**src/rtl/fetch_unit.sv**
```systemverilog
// fetch_unit: instruction-fetch stage ahead of the SISC control FSM.
//
// Holds the program counter and instruction register. Computes PC updates
// from the ctrl strobes. Loads the IR through a req/ack handshake with
// instruction memory, which may insert any number of wait states. Decodes
// the IR fields for ctrl, the register file and the ALU.
//
// Ports:
//   clk, rst_f            clock (posedge), asynchronous active-low reset
//   pc_rst                synchronous PC clear (wins over pc_write)
//   pc_write, pc_sel      PC update strobe; select 0 = PC+1, 1 = branch
//   br_sel                branch mode: 1 = absolute imm, 0 = PC+imm
//   ir_load               start a fetch at the current PC
//   im_addr, im_req       memory address/request, held stable until ack
//   im_rdata, im_ack      memory read data and its one-cycle valid pulse
//   busy                  a fetch is outstanding
//   ir_valid              one-cycle pulse, IR updated this cycle
//   pc_out                current PC
//   opcode/mm/rd/rs/rt/imm  combinational IR field decodes
//   fetch_err             sticky protocol/timeout error, cleared only by rst_f
//
// Build option:
//   FETCH_TIMEOUT_EN  when defined, a fetch with no ack for TIMEOUT WAIT cycles
//                     completes with a NOOP IR and raises fetch_err.
module fetch_unit #(
   parameter int unsigned ADDR_W  = 16,
   parameter int unsigned INSTR_W = 32,
   parameter int unsigned TIMEOUT = 15
) (
   input  logic               clk,
   input  logic               rst_f,
   input  logic               pc_rst,
   input  logic               pc_write,
   input  logic               pc_sel,
   input  logic               br_sel,
   input  logic               ir_load,
   output logic [ADDR_W-1:0]  im_addr,
   output logic               im_req,
   input  logic [INSTR_W-1:0] im_rdata,
   input  logic               im_ack,
   output logic               busy,
   output logic               ir_valid,
   output logic [ADDR_W-1:0]  pc_out,
   output logic [3:0]         opcode,
   output logic [3:0]         mm,
   output logic [3:0]         rd,
   output logic [3:0]         rs,
   output logic [3:0]         rt,
   output logic [15:0]        imm,
   output logic               fetch_err
);

   typedef enum logic [0:0] {StIdle, StWait} state_e;

   localparam logic [ADDR_W-1:0] PcInc = ADDR_W'(1);

   state_e               state_q;
   logic [ADDR_W-1:0]    pc_q, pc_d;
   logic [INSTR_W-1:0]   ir_q;
   logic [ADDR_W-1:0]    im_addr_q;
   logic                 im_req_q;
   logic                 ir_valid_q;
   logic                 fetch_err_q;
   logic [ADDR_W-1:0]    imm_ext;

   // Immediate is unsigned; sizing it to the PC width makes PC+imm wrap.
   assign imm_ext = ADDR_W'(ir_q[15:0]);

   // ---------------------------------------------------------------------
   // Program counter
   // ---------------------------------------------------------------------
   always_comb begin
      pc_d = pc_q;
      if (pc_rst) begin
         pc_d = '0;
      end else if (pc_write) begin
         if (!pc_sel) begin
            pc_d = pc_q + PcInc;
         end else if (br_sel) begin
            pc_d = imm_ext;
         end else begin
            pc_d = pc_q + imm_ext;
         end
      end
   end

   always_ff @(posedge clk or negedge rst_f) begin
      if (!rst_f) begin
         pc_q <= '0;
      end else begin
         pc_q <= pc_d;
      end
   end

   // ---------------------------------------------------------------------
   // Fetch FSM with registered outputs
   // ---------------------------------------------------------------------
`ifdef FETCH_TIMEOUT_EN
   localparam int unsigned      CntW    = $clog2(TIMEOUT + 1);
   // Count holds the WAIT cycles already spent; the edge that would make it
   // reach TIMEOUT is the timeout edge.
   localparam logic [CntW-1:0]  CntLast = CntW'(TIMEOUT - 1);
   localparam logic [CntW-1:0]  CntOne  = CntW'(1);
   logic [CntW-1:0]             cnt_q;
`endif

   always_ff @(posedge clk or negedge rst_f) begin
      if (!rst_f) begin
         state_q     <= StIdle;
         ir_q        <= '0;
         im_addr_q   <= '0;
         im_req_q    <= 1'b0;
         ir_valid_q  <= 1'b0;
         fetch_err_q <= 1'b0;
`ifdef FETCH_TIMEOUT_EN
         cnt_q       <= '0;
`endif
      end else begin
         ir_valid_q <= 1'b0;
         unique case (state_q)
            StIdle: begin
               // An ack with nothing outstanding is a protocol error.
               if (im_ack) begin
                  fetch_err_q <= 1'b1;
               end
               if (ir_load) begin
                  // pc_q is the pre-update PC even if pc_write is also high.
                  im_addr_q <= pc_q;
                  im_req_q  <= 1'b1;
                  state_q   <= StWait;
`ifdef FETCH_TIMEOUT_EN
                  cnt_q     <= '0;
`endif
               end
            end
            StWait: begin
               // A second load while one is outstanding is dropped.
               if (ir_load) begin
                  fetch_err_q <= 1'b1;
               end
               if (im_ack) begin
                  ir_q       <= im_rdata;
                  im_req_q   <= 1'b0;
                  ir_valid_q <= 1'b1;
                  state_q    <= StIdle;
               end
`ifdef FETCH_TIMEOUT_EN
               else if (cnt_q == CntLast) begin
                  ir_q        <= '0;
                  im_req_q    <= 1'b0;
                  ir_valid_q  <= 1'b1;
                  fetch_err_q <= 1'b1;
                  state_q     <= StIdle;
               end else begin
                  cnt_q <= cnt_q + CntOne;
               end
`endif
            end
            default: state_q <= StIdle;
         endcase
      end
   end

   // ---------------------------------------------------------------------
   // Outputs
   // ---------------------------------------------------------------------
   assign im_addr   = im_addr_q;
   assign im_req    = im_req_q;
   assign busy      = (state_q == StWait);
   assign ir_valid  = ir_valid_q;
   assign fetch_err = fetch_err_q;
   assign pc_out    = pc_q;

   assign opcode = ir_q[31:28];
   assign mm     = ir_q[27:24];
   assign rd     = ir_q[23:20];
   assign rs     = ir_q[19:16];
   assign rt     = ir_q[15:12];
   assign imm    = ir_q[15:0];

endmodule
```
**config.mk**
```make
export PLATFORM = sky130hd
export DESIGN_NAME = fetch_unit
export DESIGN_NICKNAME = d
export VERILOG_FILES = /design/src/rtl/fetch_unit.sv
export SDC_FILE = /design/constraint.sdc
export NUM_CORES = 1
export LEC_CHECK = 0
export BUFFER_PORTS_ARGS = -buffer_cell sky130_fd_sc_hd__buf_2
export CAP_MARGIN = 25
export CORE_ASPECT_RATIO = 0.8
export CORE_MARGIN = 2
export CORE_UTILIZATION = 29
export CTS_CLUSTER_SIZE = 30
export DETAILED_ROUTE_END_ITERATION = 7
export HOLD_SLACK_MARGIN = 0.08
export PLACE_DENSITY_LB_ADDON = 0.25
export SYNTH_ARGS = -nofsm -noshare
export SYNTH_HDL_FRONTEND = slang
export SYNTH_SLANG_ARGS = --single-unit
```
**constraint.sdc**
```tcl
create_clock -name clk -period 6.79 [get_ports clk]
set_input_delay 0.3395 -clock clk [delete_from_list [all_inputs] [get_ports clk]]
set_output_delay 0.3395 -clock clk [all_outputs]
set_load 0.01 [all_outputs]
```
==> results.py, run 1 <==
metrics = {
    "place": {
        "placed_cells": 659,
        "io_buffers": 111,
        "dp_slack_ps": 4220,
        "place_area_sq_um": 4620,
        "place_hpwl_microns": 7830,
        "gp_congestion": 0.935,
    },
    "route": {
        "drc_errors": 0,
        "via_per_inst": 4.98,
        "ant_nets": 0,
        "wl_per_cell_microns": 16.0,
        "first_pass_iters": 4,
        "drtIter0Drc": 157,
        "routed_wl_microns": 10800,
        "vias": 3366,
    },
    "critical_path": {
        "cp_data_arrival_time_ps": 2900,
        "reg2reg_depth": 10,
        "rrSetupSlack_ps": 4170,
        "regToRegStartpoint": "pc_out[0]",
        "required_ps": 7070,
        "cp-start-kind": "flop",
        "critPathKind": "reg2reg",
        "critPathMaxFanout": 7,
        "r2r_end": "pc_out[14]",
        "worst_setup_path_end_kind": "flop",
    },
    "sta": {
        "whs_ps": 114,
        "setup_viol": 0,
        "relSlewSlack_pct": 39.1,
        "clock-skew-final_ps": 6.70,
        "slew_violations": 0,
        "period_minus_slack_ps": 2620,
        "hold_viol_final": 0,
        "rsz0062_at_grt": "no",
        "min_period_over_period_pct": 38.5,
        "setup_ws_ps": 4170,
        "worst_slew_pin_slew_ps": 913,
        "finalSetupTns_ps": 0,
        "fmax_mhz": 382,
    },
    "global_routing": {
        "grt_pass1_vias": 3239,
        "grt_max_degree": 69,
        "antenna_found_initial": 0,
        "overflow": 0,
        "grt_pass1_wl_microns": 17300,
        "grt_usage_pct": 15.5,
    },
    "synth": {
        "synthCells": 390,
        "synth_area_per_cell_sq_um": 10.1,
        "yosysSeqAreaShare_pct": 43.3,
        "ys_warn_count": 0,
        "synthFlopType": "dfrtp_1",
        "syn_area_sq_um": 3930,
        "ys_types": 55,
        "synth-seq-cells": 68,
        "synth_nets": 447,
        "ys_async_sr_fraction_pct": 100,
        "synth_edf_count": 0,
    },
    "cts": {
        "htreeDepth": 3,
        "clk_latency_ps": 350,
        "cts_setup_buffers": 0,
        "clkTransAtPathRegs_ps": 60,
        "cts_resized": 0,
        "clockBufferDepth": 2,
        "cts_tree": "built",
        "cts_root_buf": "clkbuf_16",
        "cts_hold_buffers": 0,
        "cts_buffers": 9,
        "clkSinkCount": 68,
    },
    "layout": {
        "finalInstanceArea_sq_um": 4930,
        "area_delta_synth_final_pct": 25.4,
        "drive_above_1_share_pct": 37.1,
        "nets": 548,
        "fin_cells": 676,
        "final_cell_mix": "buf_2, dfrtp_1, mux2_2",
        "layout_commonest_cell": "buf_2",
        "n_antenna_cell": 0,
        "nFillCells": 1402,
        "fin_util_pct": 36.8,
    },
    "floorplanning": {
        "die_width_microns": 134,
        "rows": 38,
        "core_area_sq_um": 13400,
        "io_pins": 112,
        "die_h_microns": 108,
        "die_area_sq_um": 14500,
        "floorplan.initialDensity_pct": 29.3,
    },
    "hold_path": {
        "hp-class": "in2async",
    },
    "pwr": {
        "power.density_nw_per_um2": 300,
        "p_switching_mw": 0.524,
        "p_int_mw": 0.955,
        "seq_power_share_pct": 37.5,
        "power_mw": 1.48,
        "power_frac_clock_pct": 30.5,
        "switching_share_pct": 35.4,
        "p_leak_nw": 2.33,
        "ir_drop_uv": 174,
        "p_comb_share_pct": 32.0,
    },
    "flow_run": {
        "maxCapViolCount": 0,
    },
    "run_status": {
        "outcome": "finished clean",
    },
}
-- cells by family after synthesis --
kind of cell               count (synthesis)  synth area share (%)
AOI/OAI and AO/OA                        111                  18.9
and+or+nand+nor                           96                  11.8
DFF                                       68                  43.3
muxes                                     53                  14.9
buffers and inverters                     39                  4.14
adders and majority gates                 17                  5.60
xor gates and xnor gates                   6                  1.34
-- power by group through the flow --
stage               sequential (mW)  clock, mW  combinational [mW]
detailed placement            0.562          0               0.471
finish                        0.555      0.451               0.473
global route                  0.569      0.488               0.525
global placement              0.559          0               0.464
floorplan                     0.583          0               0.277
CTS                           0.556      0.476               0.473
-- registers in the layout (all words and copies together), names as in the netlist --
register   flops
busy           1
fetch_err      1
im_addr       16
im_req         1
ir_q          32
ir_valid       1
pc_out        16
-- how the worst max path moves through the flow --
stage                          from          to  slack [ps]
after floorplan           pc_out[0]  pc_out[12]        4420
final                     pc_out[0]  pc_out[14]        4170
after CTS                 pc_out[0]  pc_out[12]        4200
after detailed placement  pc_out[0]  pc_out[12]        4220
after global placement    pc_out[0]  pc_out[12]        4330
after global routing      pc_out[0]  pc_out[12]        4010
-- critical path: stages, from the launching register on --
cell,delay [ps]
dfrtp_1,460
ha_1,250
inv_1,70
fa_1,380
nor2b_1,200
o31a_1,190
o31a_1,260
a211oi_1,140
xor2_1,160
a221oi_1,320
a21o_1,120
-- synthesized netlist by cell type (all sizes together) (5+ instances only) --
| master | count | area, sq um |
|---|---|---|
| dfrtp | 68 | 1700 |
| nor2 | 26 | 100 |
| mux2 | 44 | 495 |
| clkbuf | 12 | 45.0 |
| a21oi | 19 | 98.9 |
| inv | 16 | 60.1 |
| nand2b | 6 | 37.5 |
| ha | 16 | 200 |
| nor2b | 8 | 50.1 |
| o21a | 5 | 37.5 |
| nand3 | 10 | 50.1 |
| a21o | 6 | 45.0 |
| a211oi | 6 | 50.1 |
| a31oi | 8 | 50.1 |
| buf | 11 | 57.6 |
| nand2 | 28 | 105 |
| mux2i | 9 | 90.1 |
| and3 | 5 | 31.3 |
| o21ai | 36 | 180 |
-- area by class of cell --
class                   count  area (sq um)  area share, %
multi-input cells         283          2070           41.9
flip-flops and latches     68          1700           34.5
repair buffers            113           593           12.0
clock buffers               9           225           4.57
well taps                 180           225           4.57
inverters                  16          60.1           1.22
clock inverters             7          58.8           1.19
-- routing by layer --
metal	wire length [microns]	part of all wire [%]	vias up	track usage, %
met1	5180	48	1605	22.4
li1	-	-	1624	-
met4	151	1.4	0	4.59
met2	4620	43	124	22.1
met5	0	0	-	0
met3	859	7.9	13	4.83
(Power assumes the default switching activity.)
==> run 2: changes to the inputs <==
clock period = 2.4 ns   (was 6.79 ns; I/O delays follow)
==> run 2 against run 1 <==
  * Routed wire length rose by 9.2%
  * Sequential share of layout area fell by 4.0 points
  * The flow now finishes with violations (negative setup slack)
  * Sequential cell count did not move
  * Non-clock buffer count rose by 67
  * Register-to-register slack got worse by 4200 ps
  * Final cell count rose by 9.9%
  * Critical path type unchanged
  * Final area rose by 13%
  * Clock-buffer cell count did not move
  * Core utilization rose by 4.8 points
  * Total power rose to 3.0 times the previous value
  * Hold slack improved by 43 ps
==> results.py, run 2 (same netlist as run 1, synthesis figures left out) <==
metrics = {
    "floorplanning": {
        "die_width_microns": 134,
        "io_pins": 112,
        "floorplan.initialDensity_pct": 29.3,
        "rows": 38,
        "core_area_sq_um": 13400,
        "die_h_microns": 108,
        "die_area_sq_um": 14500,
    },
    "sta": {
        "relSlewSlack_pct": 40.2,
        "setup_viol": 2,
        "rsz0062_at_grt": "yes",
        "finalSetupTns_ps": -108,
        "setup_ws_ps": -57.1,
        "fmax_mhz": 407,
        "hold_viol_final": 0,
        "slew_violations": 0,
        "whs_ps": 158,
        "worst_slew_pin_slew_ps": 897,
        "clock-skew-final_ps": 5.09,
        "min_period_over_period_pct": 102,
        "period_minus_slack_ps": 2460,
    },
    "critical_path": {
        "cp_cell_sequence": "ha_2 -> inv_2 -> fa_2 -> nor2b_2 -> o31a_1 -> o31a_1 -> buf_4 -> a211oi_2 -> xor2_1 -> a221oi_1 -> a21o_1",
        "crit_buf_inv": 2,
        "regToRegStartpoint": "ir_q[0]",
        "cp-start-kind": "flop",
        "worst_setup_path_end_kind": "flop",
        "slowest_delay_ps": 380,
        "crit_top_cell": "o31a_1",
        "critPathKind": "reg2reg",
        "cpLargestDelayFamily": "compound AO/OA/AOI/OAI gates",
        "critPathSlowestCell": "dfrtp_1",
        "cp_data_arrival_time_ps": 2740,
        "critPathMaxFanout": 5,
        "reg2reg_depth": 11,
        "rrSetupSlack_ps": -60,
        "r2r_end": "pc_out[14]",
        "required_ps": 2690,
    },
    "place": {
        "io_buffers": 111,
        "dp_slack_ps": -3.23,
        "place_area_sq_um": 4840,
        "gp_congestion": 0.899,
        "placed_cells": 688,
        "place_hpwl_microns": 8520,
    },
    "layout": {
        "n_antenna_cell": 0,
        "fin_util_pct": 41.6,
        "layout_commonest_cell": "buf_2",
        "finalInstanceArea_sq_um": 5570,
        "nets": 615,
        "drive_above_1_share_pct": 40.5,
        "largest_reg_flops": 32,
        "final_cell_mix": "buf_2, dfrtp_1, mux2_2",
        "area_delta_synth_final_pct": 41.8,
        "fin_cells": 743,
        "top_register": "ir_q",
    },
    "global_routing": {
        "grt_pass1_vias": 3447,
        "antenna_found_initial": 0,
        "grt_pass1_wl_microns": 18200,
        "overflow": 0,
        "grt_usage_pct": 16.3,
        "grt_max_degree": 69,
    },
    "flow_run": {
        "maxCapViolCount": 0,
    },
    "hold_path": {
        "hold_end": "pc_out[5]",
        "holdPathStages": 2,
        "hp-start": "pc_rst",
        "hp-class": "in2reg",
    },
    "route": {
        "drtIter0Drc": 171,
        "vias": 3607,
        "ant_nets": 0,
        "wl_per_cell_microns": 15.9,
        "routed_wl_microns": 11800,
        "via_per_inst": 4.85,
        "first_pass_iters": 7,
        "drc_errors": 0,
    },
    "cts": {
        "clockBufferDepth": 2,
        "clkTransAtPathRegs_ps": 60,
        "htreeDepth": 3,
        "clk_latency_ps": 350,
        "cts_tree": "built",
        "clkSinkCount": 68,
        "cts_buffers": 9,
        "cts_root_buf": "clkbuf_16",
    },
    "pwr": {
        "ir_drop_uv": 490,
        "p_leak_nw": 2.65,
        "power.density_nw_per_um2": 805,
        "power_mw": 4.49,
    },
    "run_status": {
        "outcome": "complete, but fails checks",
        "failed_checks": "negative setup slack",
    },
}
run 2: area by class of cell:
cell class	instances	area [sq um]
sequential	68	1700
clock buffer	9	225
tap	180	225
multi-input combinational	283	2120
fill	1341	7830
clock inverter	7	75.1
timing repair buffer	180	1160
inverter	16	60.1
run 2: per-layer routing:
layer | vias to the layer above | part of all wire (%) | GRT usage [%]
met5 | - | 0 | 0
met4 | 0 | 1.6 | 5.49
met3 | 14 | 7.8 | 4.92
met2 | 123 | 42 | 23.0
met1 | 1716 | 48 | 23.7
li1 | 1754 | - | -
run 2: what timing repair did:
action | 4_1_cts | 5_1_grt
pin swaps | 2 | 15
hold buffers | 35 | 0
buffers inserted | 1 | 3
resized for setup | 1 | 16
setup endpoints to repair | 2 | 7
hold endpoints to repair | 102 | 0
run 2: report_power, final:
part / internal (mW) / total (mW) / leakage [nW] / switching [mW]
logic: 0.773 / 1.60 / 1.66 / 0.830
registers: 1.37 / 1.53 / 0.849 / 0.160
clock network: 0.809 / 1.36 / 0.138 / 0.548
total: 2.95 / 4.49 / 2.65 / 1.54
run 2: worst max path at each step:
stage               slack [ps]  cells after the start  startpoint         end
finish                     -60                     11     ir_q[0]  pc_out[14]
global route              -190                     10     ir_q[0]  pc_out[12]
CTS                        -50                     10   pc_out[0]  pc_out[12]
detailed placement          -3                     10   pc_out[0]  pc_out[12]
global placement            60                     10   pc_out[0]  pc_out[12]
floorplan                   30                     10   pc_out[0]  pc_out[12]
==> run 3: changes to the inputs <==
CTS_BUF_LIST = sky130_fd_sc_hd__clkbuf_8   (was unset)
==> run 3 against run 2 <==
  * The flow still finishes with violations (negative setup slack)
  * Final cell count is 0.13% lower
  * Critical path type unchanged
  * Largest cell class unchanged
  * Core utilization is 0.70 points lower
  * Final area is 1.7% lower
==> results.py, run 3 (same netlist as run 1, synthesis figures left out) <==
metrics = {
    "layout": {
        "fin_util_pct": 40.9,
        "nFillCells": 1346,
        "final_cell_mix": "buf_2, dfrtp_1, mux2_2",
        "nets": 614,
        "fin_cells": 742,
        "top_register": "ir_q",
        "layout_commonest_cell": "buf_2",
        "area_delta_synth_final_pct": 39.4,
        "drive_above_1_share_pct": 40.4,
        "n_antenna_cell": 0,
        "largest_reg_flops": 32,
    },
    "route": {
        "drtIter0Drc": 151,
        "first_pass_iters": 5,
        "wl_per_cell_microns": 15.9,
        "ant_nets": 0,
        "routed_wl_microns": 11800,
        "vias": 3623,
        "via_per_inst": 4.88,
        "drc_errors": 0,
    },
    "place": {
        "placed_cells": 688,
        "io_buffers": 111,
        "place_hpwl_microns": 8520,
        "dp_slack_ps": -3.23,
        "gp_congestion": 0.899,
    },
    "run_status": {
        "outcome": "complete, but fails checks",
        "failed_checks": "negative setup slack",
    },
    "pwr": {
        "power_frac_clock_pct": 23.9,
        "seq_power_share_pct": 37.1,
        "p_leak_nw": 2.60,
        "switching_share_pct": 36.3,
        "p_int_mw": 2.63,
        "p_switching_mw": 1.49,
        "power.density_nw_per_um2": 752,
        "p_comb_share_pct": 39.1,
        "ir_drop_uv": 442,
    },
    "critical_path": {
        "cp_cell_sequence": "ha_2 -> inv_2 -> fa_2 -> nor2b_2 -> o31a_1 -> o31a_1 -> o211ai_1 -> and3_1 -> mux2_4 -> a31oi_4",
        "worst_setup_path_end_kind": "flop",
        "cp_data_arrival_time_ps": 2750,
        "required_ps": 2690,
        "cpLargestDelayFamily": "compound AO/OA/AOI/OAI gates",
        "slowest_delay_ps": 390,
        "critPathKind": "reg2reg",
        "critPathSlowestCell": "dfrtp_1",
        "cp-start-kind": "flop",
        "crit_top_cell": "o31a_1",
        "critPathMaxFanout": 5,
        "crit_buf_inv": 1,
    },
    "sta": {
        "whs_ps": 146,
        "relSlewSlack_pct": 40.6,
        "setup_viol": 2,
        "rsz0062_at_grt": "yes",
        "setup_ws_ps": -57.0,
        "worst_slew_pin_slew_ps": 892,
        "min_period_over_period_pct": 102,
        "period_minus_slack_ps": 2460,
        "fmax_mhz": 407,
        "hold_viol_final": 0,
        "clock-skew-final_ps": 7.42,
        "slew_violations": 0,
    },
    "cts": {
        "clk_latency_ps": 370,
        "clkTransAtPathRegs_ps": 80,
        "cts_root_buf": "clkbuf_8",
        "cts_buffers": 9,
        "htreeDepth": 3,
        "clockBufferDepth": 2,
        "clkSinkCount": 68,
        "cts_tree": "built",
    },
    "global_routing": {
        "use_met2_pct": 23.2,
        "grt_usage_pct": 16.2,
        "met3_usage_pct": 4.97,
        "grt_max_degree": 69,
        "grt_pass1_vias": 3472,
        "gr-usage-met1_pct": 23.2,
        "busiest_layer": "met2",
        "grt_pass1_wl_microns": 18100,
        "antenna_found_initial": 0,
        "overflow": 0,
    },
    "floorplanning": {
        "io_pins": 112,
        "die_width_microns": 134,
        "floorplan.initialDensity_pct": 29.3,
        "rows": 38,
        "die_h_microns": 108,
        "core_area_sq_um": 13400,
        "die_area_sq_um": 14500,
    },
    "hold_path": {
        "hp-class": "in2reg",
    },
    "flow_run": {
        "maxCapViolCount": 0,
    },
}
## run 3: cell count changes in the layout (fill, tap and decap cells not counted), sizes merged
cell	previous run	this run
buf	145	144
## run 3: metrics by stage
| stage | TNS, ps | area [sq um] | total power, mW |
|---|---|---|---|
| after global placement | 0 | 4840 | 3.02 |
| after floorplan | 0 | 3930 | 2.43 |
| after detailed placement | -3.23 | 4840 | 3.05 |
| after CTS | -91.8 | 5390 | 4.11 |
| final | -69.1 | 5480 | 4.12 |
| after global routing | -364 | 5480 | 4.39 |
## run 3: what timing repair did
action	in CTS	in global routing
pin swaps	2	14
setup endpoints to repair	2	7
buffers inserted	1	2
endpoints found under the hold margin	102	0
hold buffers	35	0
gates resized for setup	1	17
## run 3: worst paths after layout
path                        startpoint          end  slack, ps  cells after the start
max                            ir_q[0]   pc_out[12]        -60                     10
min reg2reg                im_addr[14]  im_addr[14]        500                      2
min in group asynchronous        rst_f     ir_q[20]        410                      2
max reg2reg                    ir_q[0]   pc_out[12]        -60                     10
max in group asynchronous        rst_f  im_addr[15]       1410                      2
min                             pc_rst    pc_out[5]        150                      2
## run 3: power groups by stage
stage / registers [mW] / logic [mW] / clock network [mW]
3_5_place_dp: 1.54 / 1.51 / 0
4_1_cts: 1.53 / 1.56 / 1.03
2_1_floorplan: 1.65 / 0.785 / 0
6_report: 1.53 / 1.61 / 0.983
5_1_grt: 1.56 / 1.77 / 1.06
3_3_place_gp: 1.53 / 1.49 / 0
## run 3: layout make-up
cell class / count / area (sq um) / share of cell area [%]
Clock inverter: 7 / 75.1 / 1.37
Inverter: 16 / 60.1 / 1.10
Sequential cell: 68 / 1700 / 31.1
Timing Repair Buffer: 179 / 1160 / 21.1
Tap cell: 180 / 225 / 4.11
Multi-Input combinational cell: 283 / 2140 / 39.0
Clock buffer: 9 / 124 / 2.26
## run 3: per-layer routing
layer  part of all wire, %  wire (microns)  vias to the layer above
met4                   1.5             174                        0
met3                   7.5             891                       17
met5                     0               0                        -
met2                    42            5000                      116
met1                    49            5750                     1740
li1                      -               -                     1750
